File: src/rtl/uart_tx_fifo.sv
// uart_tx_fifo: small circular byte FIFO that feeds a UART transmitter.
// Bytes are written with a one-cycle strobe. A two-state controller pops one
// byte at a time, presents it on tx_data_o with a one-cycle tx_start_o pulse,
// and then waits for tx_done_tick_i before it issues the next byte.
// Optional feature macro: UART_TX_FIFO_OVF_EN adds a sticky overflow flag
// (overflow_o) and its clear input (ovf_clr_i).
module uart_tx_fifo #(
  parameter int NB_DATA = 8,
  parameter int NB_ADDR = 2
) (
  input  logic               clk_i,
  input  logic               reset_i,
  input  logic               wr_i,
  input  logic [NB_DATA-1:0] w_data_i,
  input  logic               tx_done_tick_i,
  output logic               tx_start_o,
  output logic [NB_DATA-1:0] tx_data_o,
  output logic               full_o,
  output logic               empty_o,
  output logic [NB_ADDR:0]   count_o,
  output logic               busy_o
`ifdef UART_TX_FIFO_OVF_EN
  ,
  output logic               overflow_o,
  input  logic               ovf_clr_i
`endif
);

  localparam int DEPTH = 1 << NB_ADDR;
  localparam logic [NB_ADDR:0] DEPTH_C = (NB_ADDR+1)'(DEPTH);

  typedef enum logic {IDLE = 1'b0, WAIT = 1'b1} state_t;

  logic [NB_DATA-1:0] mem_q [DEPTH];
  logic [NB_ADDR-1:0] wptr_q, wptr_d;
  logic [NB_ADDR-1:0] rptr_q, rptr_d;
  logic [NB_ADDR:0]   count_q, count_d;
  state_t             state_q, state_d;
  logic               tx_start_q, tx_start_d;
  logic [NB_DATA-1:0] tx_data_q, tx_data_d;
  logic               busy_q, busy_d;
  logic               full, empty;
  logic               push, pop;

  // Flags come from the registered count, so they lag the write/pop by one edge.
  assign full  = (count_q == DEPTH_C);
  assign empty = (count_q == '0);

  // A write into a full FIFO is dropped even if the controller pops this cycle.
  assign push = wr_i && !full;

  // Controller next-state and output decode.
  always_comb begin
    state_d    = state_q;
    tx_start_d = 1'b0;
    tx_data_d  = tx_data_q;
    busy_d     = busy_q;
    pop        = 1'b0;
    case (state_q)
      IDLE: begin
        if (!empty) begin
          pop        = 1'b1;
          tx_data_d  = mem_q[rptr_q];
          tx_start_d = 1'b1;
          busy_d     = 1'b1;
          state_d    = WAIT;
        end
      end
      WAIT: begin
        if (tx_done_tick_i) begin
          busy_d  = 1'b0;
          state_d = IDLE;
        end
      end
      default: state_d = IDLE;
    endcase
  end

  // Pointer and occupancy next-state; a push and pop together leave count alone.
  always_comb begin
    wptr_d  = wptr_q;
    rptr_d  = rptr_q;
    count_d = count_q;
    if (push) wptr_d = wptr_q + 1'b1;
    if (pop)  rptr_d = rptr_q + 1'b1;
    case ({push, pop})
      2'b10:   count_d = count_q + 1'b1;
      2'b01:   count_d = count_q - 1'b1;
      default: count_d = count_q;
    endcase
  end

  // Storage array; contents are deliberately left out of reset.
  always_ff @(posedge clk_i) begin
    if (push) mem_q[wptr_q] <= w_data_i;
  end

  // Control state registers with synchronous reset.
  always_ff @(posedge clk_i) begin
    if (reset_i) begin
      state_q    <= IDLE;
      wptr_q     <= '0;
      rptr_q     <= '0;
      count_q    <= '0;
      tx_start_q <= 1'b0;
      tx_data_q  <= '0;
      busy_q     <= 1'b0;
    end else begin
      state_q    <= state_d;
      wptr_q     <= wptr_d;
      rptr_q     <= rptr_d;
      count_q    <= count_d;
      tx_start_q <= tx_start_d;
      tx_data_q  <= tx_data_d;
      busy_q     <= busy_d;
    end
  end

`ifdef UART_TX_FIFO_OVF_EN
  logic ovf_q, ovf_d;

  // Sticky overflow: a set in the same cycle as a clear takes priority.
  always_comb begin
    ovf_d = ovf_q;
    if (ovf_clr_i)     ovf_d = 1'b0;
    if (wr_i && full)  ovf_d = 1'b1;
  end

  // Overflow flag register.
  always_ff @(posedge clk_i) begin
    if (reset_i) ovf_q <= 1'b0;
    else         ovf_q <= ovf_d;
  end

  assign overflow_o = ovf_q;
`endif

  assign tx_start_o = tx_start_q;
  assign tx_data_o  = tx_data_q;
  assign full_o     = full;
  assign empty_o    = empty;
  assign count_o    = count_q;
  assign busy_o     = busy_q;

endmodule
File: config.mk
export PLATFORM = sky130hd
export DESIGN_NAME = uart_tx_fifo
export DESIGN_NICKNAME = d
export VERILOG_FILES = /design/src/rtl/uart_tx_fifo.sv
export SDC_FILE = /design/constraint.sdc
export NUM_CORES = 1
export LEC_CHECK = 0
export CAP_MARGIN = 20
export CORE_AREA = 2 2 63 65
export DETAILED_ROUTE_END_ITERATION = 8
export DIE_AREA = 0 0 65 67
export GPL_TIMING_DRIVEN = 1
export PLACE_DENSITY = 0.81
export REMOVE_ABC_BUFFERS = 1
export SLEW_MARGIN = 20
export SYNTH_ARGS = -nofsm -noshare
export SYNTH_HDL_FRONTEND = slang
export SYNTH_SLANG_ARGS = --single-unit
File: constraint.sdc
create_clock -name clk_i -period 6.75 [get_ports clk_i]
set_input_delay 1.35 -clock clk_i [delete_from_list [all_inputs] [get_ports clk_i]]
set_output_delay 1.35 -clock clk_i [all_outputs]
set_load 0.05 [all_outputs]
Word level (Yosys, flattened, before mapping)
Memories as Yosys holds them, arrays and structs flattened. A register that Yosys moved wholly into a read port is not among the register bits.
Index checks and enable logic that the tools add are counted.
{"block": "totals", "wordCells": 34, "n_memories": 1, "output_inout_bits": 15, "regBits": 10, "input_bits": 12, "ramBits": 32}
{"block": "op_classes", "n_reduce_logical": 6, "eq_ne": 5, "n_mux": 10, "add_sub_neg": 4, "n_bitwise": 2}
{"memory": "mem_q", "words": 4, "word_bits": 8, "rd": 1, "rd_ports_with_merged_regs": 1, "write_ports": 1, "line_no": "34", "rtl": "logic [NB_DATA-1:0] mem_q [DEPTH];"}
{"op": "1-bit two-way mux", "count": 7}
{"op": "3-bit one-hot mux with 2 select lines", "count": 1}
{"op": "2-bit by 1-bit adder with 2-bit output, second input constant", "count": 2}
{"op": "2-bit != test, second input constant", "count": 2}
{"op": "1-bit one-hot mux with 2 select lines", "count": 2}
{"op": "2-bit AND reduction", "count": 2}
{"op": "3-bit by 1-bit adder with 3-bit output, second input constant", "count": 1}
{"op": "3-bit equality test, second input constant", "count": 1}
{"op": "3-bit zero test", "count": 1}
{"op": "3-bit by 1-bit subtractor with 3-bit output, second input constant", "count": 1}
{"op": "2-bit by 1-bit equality test with 1-bit output, second input constant", "count": 1}
{"op": "2-bit equality test, second input constant", "count": 1}
{"op": "1-bit inverter", "count": 2}
{"op": "2-bit nonzero test", "count": 1}
{"op": "1-bit logical AND", "count": 1}
{"op": "1-bit zero test", "count": 1}

Depth between registers and ports, before layout
{"block": "logic_depth", "word_depth": 5, "depth_mapped": 11}

Worst setup path before layout
Ideal clock, no wire load.
{"block": "synth_path", "kind": "reg2reg", "start": "reg count_q[2], in the netlist count_o[2]", "end": "reg count_q[2], in the netlist count_o[2]", "period_less_slack_ps": 2831, "t_arrival_ps": 2761, "required_time_ps": 6680, "stages_incl_launch_ff": 12, "slack_ps": 3919, "path_cell_list": "dfxtp_1 or3b_1 clkbuf_1 inv_2 nor2_1 inv_1 ha_1 inv_1 fa_1 xor2_1 or3_2 a21oi_1"}
{"block": "synth_via", "elab_chain_cells": 5, "word_cells_on_any_way": 12}
{"element": "start: declaration", "line_no": "37", "rtl": "logic [NB_ADDR:0] count_q, count_d;"}
{"element": "start signal: assignment", "line_no": "112", "rtl": "count_q <= count_d;"}
{"element": "3-bit equality test (*)", "line_no": "46", "rtl": "assign full = (count_q == DEPTH_C);"}
{"element": "net full_o", "line_no": "18", "rtl": "output logic full_o,"}
{"element": "1-bit zero test (*)", "line_no": "50", "rtl": "assign push = wr_i && !full;"}
{"element": "1-bit logical AND (*)", "line_no": "50"}
{"element": "2-bit by 1-bit equality test with 1-bit output / 2-bit equality test (equally long branches)", "line_no": "86", "rtl": "case ({push, pop})"}
{"element": "3-bit one-hot mux with 2 select lines / 2-bit nonzero test (equally long branches)"}
The timed path passes the listed nets; every way through them passes the cells marked *.
A chain may end at the register's enable or synchronous reset.

Worst setup path after layout
{"block": "layout_path", "start": "reg count_q[0], in the netlist count_o[0]", "end": "out empty_o"}
{"block": "layout_via", "elab_chain_cells": 1}
{"element": "3-bit zero test", "line_no": "47", "rtl": "assign empty = (count_q == '0);"}
{"element": "end: declaration", "line_no": "19", "rtl": "output logic empty_o,"}
Every way passes these cells.

==> run_results.csv <==
group,metric,value,unit
critical_path,critical_path.max_fanout,14,
critical_path,worst_path_max_delay_cell,"clkdlybuf4s50_1",
die,pin_count,27,
synth,synth_top_family_by_area,"compound AO/OA/AOI/OAI gates",
layout,drive_gt1_share,16.3,%
timing,max_freq,278,MHz
worst_hold_path,min_to,"tx_data_o[1]",
clock_tree,cts_tree,"yes",
critical_path,r2r-end,"count_o[2]",
global_routing,grt_overflow,0,
clock_tree,clkSlewWorstSetupHoldPaths,90,ps
synth,muxShareOfSynthArea,8.83,%
critical_path,arrival,2250,ps
route,firstDrtPassIters,4,
timing,fin_crit_sh,53.3,%
timing,hold_viol,0,
clock_tree,clock_sinks,50,
synth,syn_area,2040,um2
place,dpl.hpwl,2430,um
timing,tightest_slew,808,ps
clock_tree,post-cts-setup-buffers,0,
synth,synthAdderAreaFrac,4.05,%
route,wirelength,3550,um
critical_path,r2r_start,"count_o[0]",
worst_hold_path,min_path_cells,2,
die,die_width,65,um
synth,synthTopCellsByCount,"edfxtp_1, dfxtp_1, nand3_1",
synth,syn_avg_cell_area,14.6,um2
clock_tree,root_buffer,"clkbuf_8",
global_routing,antenna_found_initial,0,
critical_path,crit_required,5400,ps
layout,diodes,0,
synth,ys_warn_count,0,
critical_path,critPathCaptureType,"output pin",
route,wire_per_inst,16.6,um
route,drc,0,
route,drt_iter0_markers,91,
timing,period_needed,3600,ps
pwr,leakagePower,0.817,nW
layout,fillers,266,
synth,synth.largest_area_cell,"edfxtp_1",
die,rows,22,
worst_hold_path,hp-class,"reg -> reg",
pwr,ir_drop,0.000194,V
global_routing,grt_usage,18.5,%
clock_tree,cts_buffers,5,
synth,synth.top_cell.area_share,47.1,%
timing,rsz0062_at_grt,"false",
route,vias_per_cell,5.52,
timing,finalMaxSlewViolations,0,
worst_hold_path,hold_path_startpoint,"tx_data_o[1]",
synth,synth_compound_area_share,9.57,%
synth,synth-xor-area-share,0.859,%
pwr,p_per_area,442,nW/um2
timing,skew,7.22,ps
synth,yosys.area_share.simple,6.44,%
critical_path,crit_chain,"or3_1 -> inv_6 -> clkdlybuf4s50_1",
synth,synth_edf_count,32,
clock_tree,worst_skew_pair.late_latency,310,ps
layout,nNetsFinal,183,
synth,yosysMostFrequentCell,"edfxtp_1",
timing,max_slew_margin,46.0,%
synth,syn_inst,140,
global_routing,grt_pass1_vias,1153,
critical_path,max_stage_delay,810,ps
clock_tree,h-tree-depth,2,
synth,synthTopCellsByArea,"edfxtp_1, dfxtp_1, mux4_2",
timing,holdWs,476,ps
route,vias,1182,
die,dieArea,4360,um2
synth,yosysSeqAreaShare,64.8,%
global_routing,grt_first_pass_wirelength,5690,um
route,detail-route-antenna-nets,0,
clock_tree,clockBufferDepth,2,
die,start_util,56.6,%
layout,multiInputGateArea,607,um2
timing,fin_setup_tns,0,ps
run_status,outcome,"complete, no violations",
synth,dominantRegCellSynth,"edfxtp_1",
place,gp_congestion,0.694,
job,max-cap-violations,0,
synth,async_flop_share,0,%
layout,area_growth,17.6,%
place,io_buffer_count,26,
layout,register_area,1320,um2
timing,setup_violations,0,
critical_path,cp.buffers_inverters,2,
critical_path,worstSetupPathType,"reg -> out",
critical_path,cp_top_family,"buffers and inverters",
synth,yosys.cell_types.count,31,
global_routing,grt_max_degree,19,
synth,ys_seq_elements,50,
die,core_area,3610,um2
critical_path,reg2reg_slack,4020,ps
die,fp.dieH,67,um
clock_tree,cts_hold_buf,0,
clock_tree,post_cts_resized,0,
critical_path,r2r_cells,9,
critical_path,setup.worst_path.start_class,"register",
==> logic make-up after synthesis <==
family          after synthesis
flops                        50
compound gates               30
simple gates                 25
buf+inv                      19
mux                           8
fa+ha+maj                     6
xor+xnor                      2
==> layout make-up <==
class	count	share of cell area [%]
multi-input combinational	71	25.3
clock inverter	2	0.417
sequential	50	55.1
timing repair buffer	26	10.9
inverter	11	1.93
clock buffer	6	3.91
tap	48	2.50
==> per-stage QoR <==
step,utilization [%],setup WS (ps),std cells,cell area (um2),total power [mW]
4_1_cts,66.5,3150,214,2400,1.07
3_3_place_gp,63.6,3370,206,2290,0.856
5_1_grt,66.5,3060,214,2400,1.12
6_report,66.5,3150,214,2400,1.06
3_5_place_dp,63.6,3300,206,2290,0.877
2_1_floorplan,-,3930,132,1970,0.745
==> how the worst max path moves through the flow <==
stage,startpoint,slack (ps),to,cells past startpoint
floorplan,wr_i,3930,count_o[2],9
global placement,wr_i,3370,count_o[2],10
detailed placement,wr_i,3300,count_o[2],10
CTS,count_o[0],3150,empty_o,3
global route,count_o[0],3060,empty_o,3
finish,count_o[0],3150,empty_o,3
==> registers in the layout, indices dropped and copies added (netlist names) <==
register / flops
rptr_q: 2
tx_data_o: 8
busy_o: 1
state_q: 1
mem_q: 32
wptr_q: 2
count_o: 3
tx_start_o: 1
==> where the power goes <==
part | internal, mW | total [mW] | leakage (nW) | switching [mW]
combinational | 0.164 | 0.436 | 0.319 | 0.272
sequential | 0.382 | 0.435 | 0.441 | 0.0538
clock | 0.0942 | 0.189 | 0.0561 | 0.0953
total | 0.639 | 1.06 | 0.817 | 0.421
==> worst min-delay path, delay by kind of cell (launching register included) <==
kind           cells  cell delay [ps]
flip-flops         1              330
AO/OA/AOI/OAI      2              110
==> layer usage <==
layer	track usage, %	up-vias	wire length [um]
li1	-	567	-
met1	20.9	566	1440
met2	33.1	41	1870
met3	5.57	8	174
met4	6.91	0	58
met5	0	-	0
==> layout by cell type, fill, tap and decap left out <==
cell,count
clkbuf_16,1
mux4_2,8
nand3_1,10
a21oi_1,8
o21a_1,1
or3_2,1
nor2_1,6
edfxtp_1,32
xor2_1,2
or3b_1,1
or3_1,2
dfxtp_1,18
a21boi_0,1
inv_1,8
a311oi_2,1
o21ai_0,5
clkdlybuf4s50_1,26
clkbuf_8,5
nor3_1,1
a31o_1,1
inv_6,1
ha_1,5
inv_2,1
o21ai_1,6
fa_1,1
clkinv_2,2
a21oi_2,6
clkinv_1,1
o21ai_2,1
and3_1,4
(Power assumes the default switching activity.)
